File: src/rtl/hs_pkg.sv
// Shared types and helpers for the multi-channel req/ack/retry handshake controller.
package hs_pkg;

    typedef enum logic [1:0] {
        StIdle,
        StAck,
        StBusy,
        StBackoff
    } hs_state_e;

    // Counter width for values 0..n-1, never narrower than one bit.
    function automatic int unsigned clog2w(input int unsigned n);
        return (n < 2) ? 1 : $clog2(n);
    endfunction

endpackage

File: src/rtl/rr_arb.sv
// Combinational round-robin arbiter: first set request bit at or after ptr, wrapping.
module rr_arb #(
    parameter int unsigned NCH = 4
) (
    input  logic [NCH-1:0]         req,
    input  logic [$clog2(NCH)-1:0] ptr,
    output logic                   valid,
    output logic [$clog2(NCH)-1:0] idx
);

    localparam int unsigned IW = $clog2(NCH);

    always_comb begin
        int unsigned j;
        valid = 1'b0;
        idx   = '0;
        j     = 0;
        for (int unsigned i = 0; i < NCH; i++) begin
            j = 32'(ptr) + i;
            if (j >= NCH) begin
                j = j - NCH;
            end
            if (!valid && req[IW'(j)]) begin
                valid = 1'b1;
                idx   = IW'(j);
            end
        end
    end

endmodule

File: src/rtl/mc_hs_retry_ctrl.sv
// Multi-channel handshake controller: round-robin grant, busy until endtx,
// bounded retry with backoff, retry-limit and busy-timeout aborts.
module mc_hs_retry_ctrl
    import hs_pkg::*;
#(
    parameter int unsigned NCH         = 4,
    parameter int unsigned MAX_RETRY   = 3,
    parameter int unsigned BACKOFF_CYC = 2,
    parameter int unsigned TIMEOUT     = 32
) (
    input  logic                   clk,
    input  logic                   rst,
    input  logic [NCH-1:0]         req,
    input  logic                   retry,
    input  logic                   endtx,
    output logic [NCH-1:0]         ack,
    output logic                   busy,
    output logic [$clog2(NCH)-1:0] gnt_id,
    output logic                   err_retry,
    output logic                   err_tout
);

    localparam int unsigned IW = $clog2(NCH);
    localparam int unsigned RW = clog2w(MAX_RETRY + 1);
    localparam int unsigned TW = clog2w(TIMEOUT);
    localparam int unsigned BW = clog2w(BACKOFF_CYC);

    hs_state_e      state_q, state_d;
    logic [IW-1:0]  gnt_q, gnt_d;
    logic [IW-1:0]  ptr_q, ptr_d;
    logic [RW-1:0]  rcnt_q, rcnt_d;
    logic [TW-1:0]  tmr_q, tmr_d;
    logic [BW-1:0]  bo_q, bo_d;
    logic [NCH-1:0] ack_q, ack_d;
    logic           busy_q, busy_d;
    logic           err_retry_q, err_retry_d;
    logic           err_tout_q, err_tout_d;

    logic           arb_valid;
    logic [IW-1:0]  arb_idx;
    logic [IW-1:0]  ptr_adv;

    rr_arb #(
        .NCH(NCH)
    ) u_arb (
        .req  (req),
        .ptr  (ptr_q),
        .valid(arb_valid),
        .idx  (arb_idx)
    );

    // Priority moves to the channel after the one just served.
    always_comb begin
        ptr_adv = (gnt_q == IW'(NCH - 1)) ? '0 : gnt_q + IW'(1);
    end

    always_comb begin
        state_d     = state_q;
        gnt_d       = gnt_q;
        ptr_d       = ptr_q;
        rcnt_d      = rcnt_q;
        tmr_d       = tmr_q;
        bo_d        = bo_q;
        err_retry_d = 1'b0;
        err_tout_d  = 1'b0;

        unique case (state_q)
            StIdle: begin
                if (arb_valid) begin
                    gnt_d   = arb_idx;
                    state_d = StAck;
                end
            end
            StAck: begin
                tmr_d   = '0;
                state_d = StBusy;
            end
            StBusy: begin
                tmr_d = tmr_q + TW'(1);
                if (endtx) begin
                    state_d = StIdle;
                    ptr_d   = ptr_adv;
                    rcnt_d  = '0;
                end else if (retry && (rcnt_q < RW'(MAX_RETRY))) begin
                    rcnt_d  = rcnt_q + RW'(1);
                    bo_d    = '0;
                    state_d = StBackoff;
                end else if (retry) begin
                    err_retry_d = 1'b1;
                    state_d     = StIdle;
                    ptr_d       = ptr_adv;
                    rcnt_d      = '0;
                end else if (tmr_q == TW'(TIMEOUT - 1)) begin
                    err_tout_d = 1'b1;
                    state_d    = StIdle;
                    ptr_d      = ptr_adv;
                    rcnt_d     = '0;
                end
            end
            StBackoff: begin
                bo_d = bo_q + BW'(1);
                if (bo_q == BW'(BACKOFF_CYC - 1)) begin
                    // Retries stay with the same channel; no re-arbitration.
                    if (req[gnt_q]) begin
                        state_d = StAck;
                    end else begin
                        state_d = StIdle;
                        ptr_d   = ptr_adv;
                        rcnt_d  = '0;
                    end
                end
            end
        endcase

        ack_d  = (state_d == StAck) ? ({{(NCH - 1){1'b0}}, 1'b1} << gnt_d) : '0;
        busy_d = (state_d == StBusy);
    end

    always_ff @(posedge clk) begin
        if (rst) begin
            state_q     <= StIdle;
            gnt_q       <= '0;
            ptr_q       <= '0;
            rcnt_q      <= '0;
            tmr_q       <= '0;
            bo_q        <= '0;
            ack_q       <= '0;
            busy_q      <= 1'b0;
            err_retry_q <= 1'b0;
            err_tout_q  <= 1'b0;
        end else begin
            state_q     <= state_d;
            gnt_q       <= gnt_d;
            ptr_q       <= ptr_d;
            rcnt_q      <= rcnt_d;
            tmr_q       <= tmr_d;
            bo_q        <= bo_d;
            ack_q       <= ack_d;
            busy_q      <= busy_d;
            err_retry_q <= err_retry_d;
            err_tout_q  <= err_tout_d;
        end
    end

    assign ack       = ack_q;
    assign busy      = busy_q;
    assign gnt_id    = gnt_q;
    assign err_retry = err_retry_q;
    assign err_tout  = err_tout_q;

endmodule

File: config.mk
export PLATFORM = sky130hd
export DESIGN_NAME = mc_hs_retry_ctrl
export DESIGN_NICKNAME = d
export VERILOG_FILES = /design/src/rtl/hs_pkg.sv /design/src/rtl/rr_arb.sv /design/src/rtl/mc_hs_retry_ctrl.sv
export SDC_FILE = /design/constraint.sdc
export NUM_CORES = 1
export LEC_CHECK = 0
export BUFFER_PORTS_ARGS = -buffer_cell sky130_fd_sc_hd__buf_2
export CAP_MARGIN = 20
export CELL_PAD_IN_SITES_DETAIL_PLACEMENT = 0
export CELL_PAD_IN_SITES_GLOBAL_PLACEMENT = 1
export CORE_UTILIZATION = 33
export CTS_CLUSTER_SIZE = 12
export DETAILED_ROUTE_END_ITERATION = 6
export GPL_ROUTABILITY_DRIVEN = 1
export GPL_TIMING_DRIVEN = 1
export PLACE_DENSITY_LB_ADDON = 0.1
export REMOVE_ABC_BUFFERS = 1
export SYNTH_ARGS = -nofsm -noshare
export SYNTH_HDL_FRONTEND = slang
export SYNTH_HIERARCHICAL = 1
export SYNTH_SLANG_ARGS = --single-unit
File: constraint.sdc
create_clock -name clk -period 2.63 [get_ports clk]
set_clock_uncertainty 0.1 [all_clocks]
set_input_delay 0.526 -clock clk [delete_from_list [all_inputs] [get_ports clk]]
set_output_delay 0.526 -clock clk [all_outputs]
set_load 0.02 [all_outputs]
* After elaboration in Yosys (flattened, before gate mapping)
Index checks and enable logic that the tools add are counted.
** Word-level totals
- Bits in registers :: 21
- Input bits :: 8
- Output and inout port bits :: 9
** Cells by class
- Add/sub/neg operators :: 11
- Magnitude comparators :: 10
- Eq/ne operators :: 14
- Shifts and indexed selects :: 1
- Muxes and demuxes :: 53
- Bitwise operators :: 2
- Reductions and logical operators :: 16
** Operator list (number)
- 2-bit two-way mux :: 29
- 2-bit by 3-bit < comparator with 1-bit output (second input constant) :: 5
- 1-bit two-way mux :: 14
- 1-bit binary-select mux with 2-bit select :: 5
- 5-bit one-hot mux with 2 select lines :: 1
- 3-bit >= comparator (second input constant) :: 3
- 2-bit == test (second input constant) :: 4
- 2-bit inequality test (second input constant) :: 4
- 2-bit one-hot mux with 2 select lines :: 2
- 2-bit one-hot mux with 4 select lines :: 1
- 2-bit by 1-bit subtractor with 2-bit output (second input constant) :: 4
- 2-bit by 2-bit adder with 3-bit output (second input constant) :: 2
- 5-bit by 1-bit adder with 5-bit output (second input constant) :: 1
- 5-bit == test (second input constant) :: 1
- 5-bit inequality test (second input constant) :: 1
- 5-bit AND reduction :: 1
- 5-bit OR reduction :: 1
- 2-bit by 1-bit adder with 2-bit output (second input constant) :: 2
- 2-bit by 1-bit == test with 1-bit output (second input constant) :: 2
- 1-bit logical AND :: 4
- 4-bit inequality test (second input constant) :: 1
- 4-bit AND reduction :: 1
- 2-bit nonzero test :: 2
- 4-bit OR reduction :: 1
- 12 further kinds :: 15

* Logic depth before layout (Yosys ltp)
Gate-level depths: netlist (run 1).
- Word-level depth :: 19
- Gate-level depth with buffers :: 7
- Mapped depth without buffers :: 7

* Cells and area by module
Netlist (run 1), hierarchy kept.
** By module, submodules not included
- mc_hs_retry_ctrl :: instances 1, cells each 114, area an instance 1112.3 µm², sequential area each 420.4 µm²
- rr_arb :: instances 1, cells each 15, area an instance 77.6 µm², sequential area each 0.0 µm²

* Least setup slack after synthesis (run 1)
OpenSTA, ideal clock, no wires.
- Kind :: reg2reg
- Start :: reg state_q[0]
- End :: reg ack_q[1], in the netlist ack[1]
- Data arrival time :: 1.662 ns
- Slack :: 0.730 ns
- Cell stages (with the launch flop) :: 8
- Path buffers :: 1
- Period minus slack after synthesis :: 1.900 ns
- Path through :: dfxtp_1 > inv_1 > ha_1 > buf_6 > nor2b_4 > a21o_1 > a2111oi_4 > nor4bb_1
** On the way
- Longest elaborated chain between the ends :: 8
** RTL lines
- start, declared :: RTL line mc_hs_retry_ctrl.sv:28 : hs_state_e state_q, state_d;
- start signal, assigned :: RTL line mc_hs_retry_ctrl.sv:121 : state_q <= StIdle;
- start signal, assigned :: RTL line mc_hs_retry_ctrl.sv:132 : state_q <= state_d;
- 2-bit two-way mux :: RTL line mc_hs_retry_ctrl.sv:93 : end else if (tmr_q == TW'(TIMEOUT - 1)) begin
- 2-bit two-way mux :: RTL line mc_hs_retry_ctrl.sv:88 : end else if (retry) begin
- 2-bit two-way mux :: RTL line mc_hs_retry_ctrl.sv:84 : end else if (retry && (rcnt_q < RW'(MAX_RETRY))) begin
- 2-bit two-way mux :: RTL line mc_hs_retry_ctrl.sv:80 : if (endtx) begin
- 2-bit one-hot mux with 4 select lines :: RTL line mc_hs_retry_ctrl.sv:67 : unique case (state_q)
- 2-bit by 1-bit == test with 1-bit output :: RTL line mc_hs_retry_ctrl.sv:115 : ack_d = (state_d == StAck) ? ({{(NCH - 1){1'b0}}, 1'b1} << gnt_d) : '0;
- 1-bit inverter (no source line)
- 2-bit OR reduction (no source line)
- end signal, assigned :: RTL line mc_hs_retry_ctrl.sv:138 : ack_q <= ack_d;
- end, declared :: RTL line mc_hs_retry_ctrl.sv:34 : logic [NCH-1:0] ack_q, ack_d;
Several ways; a longest one is shown, not always the timed one.
A chain may end at the register's enable or synchronous reset.

* Worst setup path in the final report (run 1)
- Start :: reg state_q[0]
- End :: reg ack_q[0], in the netlist ack[0]
Same word-level chain as after synthesis.

==> results.json, run 1 <==
{
  "cts_setup_buffers": 0,
  "hp-start": "rcnt_q[1]",
  "min_period_over_period_pct": 78.5,
  "start_util_pct": 35.1,
  "worst_slew_pin_slew_ps": 436,
  "core_area_um2": 3390,
  "r2r_setup_slack_ps": 570,
  "end_kind": "register",
  "power.total_uw": 726,
  "postPlaceCellArea_um2": 1300,
  "crit_fanout": 9,
  "finalHoldViolCount": 0,
  "maxSlewHeadroom_pct": 71.0,
  "hold_path.class": "reg2reg",
  "ir_worst_vdd_mv": 0.203,
  "ctsHoldBuffers": 0,
  "antenna_left": 0,
  "track_usage_pct": 14.6,
  "cp-start-kind": "register",
  "multi_input_area_um2": 706,
  "nNetsFinal": 162,
  "powerDensity_nw_per_um2": 548,
  "place_hpwl_um": 1830,
  "clock-sinks": 21,
  "ys_seq_area_share_pct": 35.3,
  "insertion_delay_ps": 310,
  "fmax_mhz": 484,
  "ios": 17,
  "synth_area_leader_cell": "dfxtp_1",
  "grt_antenna_before_repair": 0,
  "stdcell_count": 191,
  "grt-ovfl-total": 0,
  "status": "finished clean",
  "hold-path-cell-count": 2,
  "yosysTopAreaCellShare_pct": 35.3,
  "clockBufferDepth": 2,
  "crit_required_ps": 2720,
  "final_util_pct": 39.1,
  "vias": 966,
  "mostFrequentLayoutCells": "dfxtp_1, buf_2, a21oi_1, nand2b_1, nor2_1",
  "wl_per_cell_um": 12.5,
  "regArea_um2": 420,
  "cts_tree": "done",
  "period_needed_ps": 2060,
  "cp.arrival_ps": 2150,
  "syn_area_per_cell_um2": 9.22,
  "yosys_warnings": 6,
  "min_to": "rcnt_q[1]",
  "portBuffers": 16,
  "areaGrowthSynthToFinish_pct": 11.4,
  "crit_type": "reg2reg",
  "avgViaCountPerCell": 5.06,
  "ys_seq_elements": 21,
  "fin_tns_setup_ps": 0,
  "post_cts_resized": 0,
  "chipWidth_um": 62.0,
  "rsz0062_at_grt": "no",
  "clk_pin_slew_ps": 120,
  "drv_slew": 0,
  "cts_root_buffer": "clkbuf_4",
  "n_fill_cell": 371,
  "cts.htree.levels": 1,
  "die_h_um": 62.0,
  "rows": 21,
  "firstDrtPassIters": 4,
  "grt_max_degree": 19,
  "gp_congestion": 0.725,
  "drive_gt1_share_pct": 19.3,
  "p_leak_nw": 0.564,
  "synth.top_cells.by_area": "dfxtp_1, ha_1, nand2b_1, a21oi_1, mux2i_1",
  "r2r-end": "ack[0]",
  "final_common_cell": "dfxtp_1",
  "postSynthCellCount": 129,
  "drv_cap": 0,
  "synthFlopType": "dfxtp_1",
  "rr_worst_depth": 6,
  "grt_pass1_vias": 945,
  "yosysUniqueCellTypes": 41,
  "setup_viol": 0,
  "grt_pass1_wl_um": 4080,
  "diodes": 0,
  "wl_um": 2390,
  "drtIter0Drc": 34,
  "fin_area_um2": 1330,
  "die-area_um2": 3850,
  "synth_area_um2": 1190,
  "synth-edff-count": 0,
  "cts_made_buffers": 3,
  "dp.cells": 187,
  "drc_errors": 0,
  "async_reset_ff_share_pct": 0,
  "r2r_start": "state_q[0]"
}
## layout make-up
class | instances | area share [%]
inverter | 9 | 2.55
timing repair buffer | 16 | 6.04
clock buffer | 3 | 1.70
sequential | 21 | 31.7
clock inverter | 1 | 0.378
tap | 46 | 4.34
multi-input combinational | 95 | 53.3
## worst max-delay path: stages (launching register included)
cell and delay (ps):
dfxtp_1 450, inv_1 110, ha_1 310, nor2b_4 180, a21o_1 180, a2111oi_4 500, nor4_1 120
## metrics by stage
| step | hold slack, ps | worst slack, ps |
|---|---|---|
| finish | 378 | 565 |
| global placement | 357 | 615 |
| detailed placement | 364 | 549 |
| global route | 407 | 382 |
| CTS | 384 | 525 |
| floorplan | 344 | 761 |
## cell families (layout without fill, tap and decap cells)
kind of cell | count (synthesis) | after routing | share of synthesized area [%]
fa+ha+maj | 8 | 8 | 8.41
compound gates | 29 | 29 | 18.1
mux | 6 | 6 | 5.15
flops | 21 | 21 | 35.3
buf+inv | 13 | 29 | 5.36
simple gates | 52 | 52 | 27.7
## flip-flops by register name, indices dropped and copies added, names as in the netlist
signal     cells
busy           1
state_q        2
ptr_q          2
err_tout       1
rcnt_q         2
bo_q           1
err_retry      1
ack            4
gnt_id         2
tmr_q          5
## metal layers
layer	GRT usage, %	up-vias	wire, um
met2	24.9	17	1100
met5	0	-	0
met1	17.6	444	1160
li1	-	500	-
met3	3.11	5	82
met4	6.67	0	42
## report_power, final
group / internal, mW / total (mW) / switching [mW]
sequential: 0.340 / 0.363 / 0.0228
combinational: 0.0870 / 0.204 / 0.117
clock: 0.0568 / 0.159 / 0.102
total: 0.484 / 0.726 / 0.242
## cell usage after synthesis, types with 2 or more instances
cell and n:
nand3_1 4, a21oi_1 11, mux2i_1 5, ha_1 8
nor3_1 2, o21ai_1 2, nor2b_4 2, nand2_1 6
nor2b_1 3, nor4bb_1 2, and3_1 4, nand2b_1 10
clkbuf_1 2, nor3b_1 2, nor2_1 9, o21ai_0 3
inv_1 8, nand3b_1 2, buf_6 2, dfxtp_1 21
## worst max-delay path by stage
| stage | start | endpoint | slack [ps] | cells after the start |
|---|---|---|---|---|
| after floorplan | state_q[0] | ack[1] | 760 | 6 |
| final | state_q[0] | ack[0] | 570 | 6 |
| after detailed placement | state_q[0] | ack[0] | 550 | 6 |
| after global routing | state_q[0] | ack[0] | 380 | 6 |
| after global placement | state_q[0] | ack[2] | 620 | 6 |
| after CTS | state_q[0] | ack[0] | 520 | 6 |
Power figures use the tool's default switching activity.
==> run 2, diff against run 1 <==
==> constraint.sdc (replaced) <==
create_clock -name clk -period 1.9 [get_ports clk]
set_clock_uncertainty 0.1 [all_clocks]
set_input_delay 0.38 -clock clk [delete_from_list [all_inputs] [get_ports clk]]
set_output_delay 0.38 -clock clk [all_outputs]
set_load 0.02 [all_outputs]
==> results.json, run 2 (same netlist as run 1, synthesis figures left out) <==
{
  "largest_register_ffs": 5,
  "grt_pass1_vias": 1012,
  "vias": 1046,
  "fmax_mhz": 529,
  "setup_viol": 0,
  "cts_root_buffer": "clkbuf_4",
  "cp.arrival_ps": 2000,
  "power.total_mw": 1.10,
  "drc_errors": 0,
  "start_util_pct": 35.1,
  "crit_fanout": 5,
  "use_met3_pct": 3.11,
  "crit_family": "compound AO/OA/AOI/OAI gates",
  "portBuffers": 16,
  "maxSlewHeadroom_pct": 75.5,
  "drv_cap": 0,
  "gp_congestion": 0.760,
  "hold_path.class": "in2reg",
  "n_fill_cell": 343,
  "crit_required_ps": 2010,
  "clock-sinks": 21,
  "cts.htree.levels": 1,
  "areaGrowthSynthToFinish_pct": 27.8,
  "grt_antenna_before_repair": 0,
  "place_hpwl_um": 1940,
  "crit_top_cell": "ha_4",
  "final_common_cell": "dfxtp_1",
  "mostFrequentLayoutCells": "dfxtp_1, buf_2, buf_4, a21oi_1, nand2b_1",
  "path_cells": "ha_4, and3_4, ha_4, nor2_2, a21o_1, a2111oi_4, buf_4, nor4b_2",
  "diodes": 0,
  "drive_gt1_share_pct": 35.6,
  "grt_max_degree": 18,
  "fin_tns_setup_ps": 0,
  "grt_most_used_layer": "met2",
  "antenna_left": 0,
  "met2_usage_pct": 28.4,
  "chipWidth_um": 62.0,
  "cp-start-kind": "register",
  "insertion_delay_ps": 320,
  "clk_pin_slew_ps": 130,
  "rows": 21,
  "grt_pass1_wl_um": 4490,
  "multi_input_area_um2": 785,
  "r2r_setup_slack_ps": 10,
  "powerDensity_nw_per_um2": 723,
  "worst_slew_pin_slew_ps": 358,
  "cts_made_buffers": 3,
  "track_usage_pct": 16.0,
  "firstDrtPassIters": 4,
  "rsz0062_at_grt": "yes",
  "grt-ovfl-total": 0,
  "cp_slowest_cell": "dfxtp_2",
  "p_leak_nw": 0.638,
  "cp_num_buf_inv": 1,
  "ir_worst_vdd_mv": 0.351,
  "die-area_um2": 3850,
  "nNetsFinal": 177,
  "min_period_over_period_pct": 99.4,
  "finalHoldViolCount": 0,
  "crit_type": "reg2reg",
  "ios": 17,
  "regMostFlops": "tmr_q",
  "wl_um": 2700,
  "clockBufferDepth": 2,
  "period_needed_ps": 1890,
  "drtIter0Drc": 43,
  "die_h_um": 62.0,
  "wl_per_cell_um": 13.1,
  "cts_tree": "done",
  "core_area_um2": 3390,
  "status": "finished clean",
  "end_kind": "register",
  "use_met1_pct": 19.2,
  "avgViaCountPerCell": 5.08,
  "regArea_um2": 424,
  "drv_slew": 0,
  "max_stage_delay_ps": 380
}
==> run 2: cell count changes in the layout (fill, tap and decap cells not counted), sizes merged <==
cell and change:
buf +15
==> run 2: final cells by class <==
cell class                      instances  share of cell area [%]
Clock inverter                          1                   0.329
Multi-Input combinational cell         95                    51.6
Sequential cell                        21                    27.9
Clock buffer                            3                    1.48
Inverter                                9                    2.22
Tap cell                               46                    3.79
Timing Repair Buffer                   31                    12.7
==> run 2: worst paths after layout <==
kind | startpoint | endpoint | cells after the start
worst max-delay path | tmr_q[1] | ack[3] | 8
worst min-delay path | rst | err_tout | 3
worst max register to register | tmr_q[1] | ack[3] | 8
worst min register to register | rcnt_q[1] | rcnt_q[1] | 2
==> run 2: what timing repair did <==
item | 4_1_cts | 5_1_grt
hold buffers | 0 | 0
setup endpoints to repair | 6 | 8
gates resized for setup | 9 | 8
buffers inserted | 3 | 2
cloned | 0 | 0
pin swaps | 6 | 3
==> run 2: routing by layer <==
| layer | wire [um] | vias up |
|---|---|---|
| li1 | - | 525 |
| met1 | 1240 | 501 |
| met2 | 1340 | 16 |
| met3 | 93 | 4 |
| met4 | 25 | 0 |
| met5 | 0 | - |
==> run 2: per-stage QoR <==
| stage | utilization (%) | cells | hold WS, ps | worst slack [ps] | cell area [um2] |
|---|---|---|---|---|---|
| 6_report | 44.9 | 206 | 262 | 10.6 | 1520 |
| 3_3_place_gp | 40.5 | 197 | 356 | -20.6 | 1370 |
| 2_1_floorplan | - | 125 | 344 | 31.2 | 1160 |
| 5_1_grt | 44.9 | 206 | 267 | -104 | 1520 |
| 3_5_place_dp | 40.5 | 197 | 366 | -40.0 | 1370 |
| 4_1_cts | 43.1 | 204 | 251 | 15.6 | 1460 |
==> run 2: tightest hold or removal path, stage by stage <==
cell,delay [ps]
buf_2,100
nor3b_2,50
nor2b_1,110
==> run 2: power breakdown <==
part,switching (mW),internal (mW),total (mW)
clock,0.150,0.0787,0.229
sequential,0.0278,0.472,0.500
combinational,0.197,0.174,0.371
